--- config.mk ---
export PLATFORM = sky130hd
export DESIGN_NAME = census_window
export DESIGN_NICKNAME = d
export VERILOG_FILES = /design/src/rtl/census_window.sv
export SDC_FILE = /design/constraint.sdc
export NUM_CORES = 1
export LEC_CHECK = 0
export CORE_UTILIZATION = 57
export CTS_CLUSTER_DIAMETER = 120
export DETAILED_ROUTE_END_ITERATION = 8
export PLACE_DENSITY = 0.77
export REMOVE_ABC_BUFFERS = 1
export SYNTH_ARGS = -nofsm -noshare
export SYNTH_HDL_FRONTEND = slang
export SYNTH_SLANG_ARGS = --single-unit
--- constraint.sdc ---
create_clock -name clk -period 1.7 [get_ports clk]
set_input_delay 0.34 -clock clk [delete_from_list [all_inputs] [get_ports clk]]
set_output_delay 0.34 -clock clk [all_outputs]
set_load 0.02 [all_outputs]
--- src/rtl/census_window.sv ---
// rtl/census_window.sv - streaming WINxWIN census transform over a raster pixel stream
//
// Purpose: keeps WIN-1 image rows in chained tapped line buffers, assembles a
// WINxWIN window per accepted pixel and emits a (WIN*WIN-1)-bit census
// signature (bit = neighbour < centre, top-left at the MSB, centre skipped).
// Optional feature macro: CENSUS_BORDER_EN (emit for every pixel, zero
// signature on incomplete windows).
//
// Ports:
//   clk        in   clock, rising edge
//   rst        in   asynchronous active-low reset
//   in_valid   in   in_pixel accepted this cycle
//   in_pixel   in   WIDTH-bit pixel, raster order
//   out_valid  out  one-cycle pulse, out_census holds a new signature
//   out_census out  WIN*WIN-1 bit census signature
module census_window #(
  parameter int WIDTH = 8,
  parameter int IMG_W = 64,
  parameter int IMG_H = 48,
  parameter int WIN   = 3
) (
  input  logic                 clk,
  input  logic                 rst,
  input  logic                 in_valid,
  input  logic [WIDTH-1:0]     in_pixel,
  output logic                 out_valid,
  output logic [WIN*WIN-2:0]   out_census
);

  localparam int NB   = WIN * WIN - 1;
  localparam int CI   = (WIN - 1) / 2;
  localparam int CIDX = CI * WIN + CI;
  localparam int CW   = $clog2(IMG_W);
  localparam int RW   = $clog2(IMG_H);

  localparam logic [CW-1:0] COL_MAX = CW'(IMG_W - 1);
  localparam logic [RW-1:0] ROW_MAX = RW'(IMG_H - 1);
  localparam logic [CW-1:0] COL_MIN = CW'(WIN - 1);
  localparam logic [RW-1:0] ROW_MIN = RW'(WIN - 1);

  logic [WIDTH-1:0] lb      [WIN-1][IMG_W];
  logic [WIDTH-1:0] win     [WIN][WIN];
  logic [WIDTH-1:0] nxt_win [WIN][WIN];
  logic [CW-1:0]    col;
  logic [RW-1:0]    row;
  logic             complete;
  logic [NB-1:0]    census;

  // Window as it will look after the current pixel is accepted; the census is
  // taken from it so the signature registers on the accepting edge.
  always_comb begin
    nxt_win = win;
    for (int r = 0; r < WIN; r++) begin
      for (int c = 0; c < WIN - 1; c++) begin
        nxt_win[r][c] = win[r][c+1];
      end
    end
    nxt_win[WIN-1][WIN-1] = in_pixel;
    // line buffer k delivers the pixel k+1 rows above: oldest row on top
    for (int k = 0; k < WIN - 1; k++) begin
      nxt_win[WIN-2-k][WIN-1] = lb[k][IMG_W-1];
    end
  end

  assign complete = (row >= ROW_MIN) && (col >= COL_MIN);

  // Row-major neighbour ordinal n (centre skipped) maps to bit NB-1-n.
  always_comb begin
    census = '0;
    for (int r = 0; r < WIN; r++) begin
      for (int c = 0; c < WIN; c++) begin
        if ((r * WIN + c) != CIDX) begin
          census[NB - 1 - ((r * WIN + c) - (((r * WIN + c) > CIDX) ? 1 : 0))] =
            (nxt_win[r][c] < nxt_win[CI][CI]);
        end
      end
    end
  end

  always_ff @(posedge clk or negedge rst) begin
    if (!rst) begin
      for (int k = 0; k < WIN - 1; k++) begin
        for (int i = 0; i < IMG_W; i++) begin
          lb[k][i] <= '0;
        end
      end
    end else if (in_valid) begin
      for (int k = 0; k < WIN - 1; k++) begin
        lb[k][0] <= (k == 0) ? in_pixel : lb[(k == 0) ? 0 : k-1][IMG_W-1];
        for (int i = 1; i < IMG_W; i++) begin
          lb[k][i] <= lb[k][i-1];
        end
      end
    end
  end

  always_ff @(posedge clk or negedge rst) begin
    if (!rst) begin
      for (int r = 0; r < WIN; r++) begin
        for (int c = 0; c < WIN; c++) begin
          win[r][c] <= '0;
        end
      end
    end else if (in_valid) begin
      win <= nxt_win;
    end
  end

  always_ff @(posedge clk or negedge rst) begin
    if (!rst) begin
      col <= '0;
      row <= '0;
    end else if (in_valid) begin
      if (col == COL_MAX) begin
        col <= '0;
        row <= (row == ROW_MAX) ? '0 : row + 1'b1;
      end else begin
        col <= col + 1'b1;
      end
    end
  end

  always_ff @(posedge clk or negedge rst) begin
    if (!rst) begin
      out_valid  <= 1'b0;
      out_census <= '0;
    end else begin
`ifdef CENSUS_BORDER_EN
      out_valid <= in_valid;
      if (in_valid) begin
        out_census <= complete ? census : '0;
      end
`else
      out_valid <= in_valid && complete;
      if (in_valid && complete) begin
        out_census <= census;
      end
`endif
    end
  end

endmodule
==> summary.txt <==
Clocking
  • Clk sinks: 1061
  • Clock-pin slew on the worst setup and hold paths: 0.06 ns
  • CTS tree: yes
  • CTS root buffer: clkbuf_16
  • Longest Clk Path Bufs: 3
  • Num CTS Buffers: 105
  • Clk_lat worst skew: 0.65 ns
  • Htree depth: 3

Synthesis
  • Avg Inst Size Synth: 16.7 µm²
  • Gate Count Post-Synth: 2435
  • Number of synthesized flops with an enable pin: 0
  • Seq cells post-synth: 1061
  • Largest cells by area after synthesis: dfrtp_1, mux2_2, mux2_1, ha_1, buf_2
  • Synth Cell Area: 40500 µm²
  • Post-synth top area cell: dfrtp_1
  • Synth warn: 0
  • Unique masters post-synth: 31
  • Most used DFF post-synth: dfrtp_1
  • Register area share after synthesis: 0.655
  • Post-synthesis async set-or-reset flop share: 1.00
  • Most common library cells after synthesis: dfrtp_1, mux2_2, mux2_1
  • Top-count cell post-synth: dfrtp_1
  • Yosys top cell area share: 0.655

Timing
  • Clk_skew: 0.0216 ns
  • Fmax: 596 MHz
  • Final Slew Violations: 0
  • Worst setup margin: 0.0233 ns
  • Final hold vios: 0
  • Worst Tran Pin Value: 0.500 ns
  • Setup violators final: 0
  • Period utilisation layout: 0.986
  • Worst hold slack: 0.133 ns
  • Slew margin rel.: 0.667
  • Tmin final: 1.68 ns

Place
  • GPL Wtd Cong: 0.833
  • Port bufs: 19
  • Place WS: -0.277 ns
  • Dpl cell area: 42400 µm²
  • Dpl cells: 3367
  • DPL Wire Length: 37500 µm

Run status
  • Outcome: finished, final reports clean

Final layout
  • Filler cells: 4720
  • Finished Cell Area: 46300 µm²
  • Final std cells w/o fill: 3566
  • P&R area growth vs syn: 14.1%
  • Final Net Count: 2614
  • Share of cells above drive strength 1: 0.441

Floorplan
  • Die width: 269 µm
  • Io pins: 20
  • Starting Density: 0.578
  • Die H: 269 µm
  • Core footprint: 70100 µm²
  • Die area: 72200 µm²
  • Rows: 97

Drt
  • DR iter-0 viols: 1023
  • DRT antenna net count: 0
  • Router iterations before antenna repair: 4
  • Vias per cell: 5.40
  • # DRC: 0
  • Via count: 19300
  • WL/cell: 17.0 µm
  • Routed WL: 60800 µm

Setup path
  • CP startpoint kind: register
  • Crit Path Class: register to register
  • CP max FO: 3
  • WP data required: 2.29 ns
  • Worst Path Arrival: 2.26 ns
  • CP Capture Type: register

Global route
  • First-pass GRT wire length: 106000 µm
  • Vias in the first global route: 21200
  • Antenna violations before repair: 1
  • Total grt overflow: 0
  • Largest net degree at the start of global routing: 99
  • Aggregate global-route resource usage: 0.179

Flow run
  • Max Cap Viol: 0

Pwr
  • PwrDens: 1270 nW/µm²
  • Leakage: 23.4 nW
  • Peak VDD IR: 0.000966 V

Worst hold path
  • Min-delay worst type: primary input to register
## area by class of cell
type | count | area (µm²) | area share
flip-flops and latches | 1061 | 26600 | 0.574
repair buffers | 117 | 1360 | 0.0294
diodes | 1 | 2.50 | 0.0000541
clock inverters | 45 | 706 | 0.0153
well taps | 940 | 1180 | 0.0254
repair inverters | 1 | 7.51 | 0.000162
inverters | 10 | 43.8 | 0.000947
clock buffers | 144 | 3010 | 0.0650
multi-input cells | 1247 | 13400 | 0.290
## what timing repair did
| item | in CTS | in global routing |
|---|---|---|
| pin swaps | 2 | 9 |
| hold endpoints to repair | 624 | 0 |
| gates resized for setup | 45 | 24 |
| hold buffers | 1 | 0 |
| setup endpoints to repair | 17 | 9 |
| cloned | 1 | 1 |
| buffers inserted | 4 | 2 |
## stage by stage
stage                     setup TNS, ns  utilization  power [mW]
after floorplan                       0            -        32.6
after global placement           -0.304        0.605        34.5
after detailed placement         -0.603        0.605        35.0
after CTS                             0        0.658        59.6
after global routing            -0.0601        0.659        61.5
final                                 0        0.659        58.8
## flip-flops by register name (all words and copies together), names as in the netlist
| register | count |
|---|---|
| col | 6 |
| lb | 992 |
| nxt_win | 48 |
| out_census | 8 |
| out_valid | 1 |
| row | 6 |
## worst paths after layout
| check | start | endpoint | slack (ns) | cells past startpoint |
|---|---|---|---|---|
| max in group asynchronous | rst | lb[234]$_DFFE_PN0P_ | 0.66 | 4 |
| max reg2reg | nxt_win[37]$_DFFE_PN0P_ | out_census[1]$_DFFE_PN0P_ | 0.02 | 7 |
| min in group asynchronous | rst | lb[972]$_DFFE_PN0P_ | 0.14 | 2 |
| min | in_valid | lb[972]$_DFFE_PN0P_ | 0.13 | 2 |
| max | nxt_win[37]$_DFFE_PN0P_ | out_census[1]$_DFFE_PN0P_ | 0.02 | 7 |
| min reg2reg | lb[612]$_DFFE_PN0P_ | lb[612]$_DFFE_PN0P_ | 0.48 | 1 |
## cells by family (layout without fill, tap and decap cells)
kind of cell             after synthesis  after routing  synth area share
flip-flops                          1061           1061             0.655
AO/OA/AOI/OAI                         57             57           0.00824
buffers and inverters                128            317            0.0168
AND/OR/NAND/NOR                       82             83            0.0103
adder cells (fa/ha/maj)               60             60            0.0185
XOR/XNOR                               4              4          0.000864
multiplexers                        1043           1043             0.290
other                                  0              1                 0
## power breakdown
group,internal (mW),switching (mW)
clock,14.8,9.50
combinational,2.83,2.01
sequential,28.1,1.54
## worst max-delay path, stage by stage, from the launching register on
cell and delay, ns:
dfrtp_1 0.35, inv_2 0.05, buf_4 0.15, ha_1 0.33, a211oi_2 0.24, nor2_1 0.08
a211oi_2 0.24, mux2_4 0.19
## placed cells by master, fill, tap and decap left out, drive strengths merged, types with 2 or more instances in the layout
cell type | netlist | layout
nor3b | 11 | 11
o21ai | 37 | 37
xnor2 | 3 | 3
clkinvlp | 0 | 6
clkinv | 0 | 24
dfrtp | 1061 | 1061
nor4 | 2 | 2
bufinv | 0 | 16
buf | 115 | 107
mux2 | 1042 | 1042
inv | 10 | 10
clkbuf | 3 | 144
ha | 60 | 60
nor2 | 36 | 36
and3 | 4 | 5
nand2 | 13 | 13
a21o | 2 | 2
a211oi | 16 | 16
clkdlybuf4s50 | 0 | 8
nand4 | 11 | 11
nand3 | 3 | 3
## metal layers
layer,wire (µm),up-vias,GRT usage,part of all wire
li1,-,8922,-,-
met4,1350,0,0.0494,0.022
met3,1920,117,0.0321,0.031
met5,0,-,0,0
met2,30300,205,0.294,0.50
met1,27200,10000,0.246,0.45
Power figures use the tool's default switching activity.
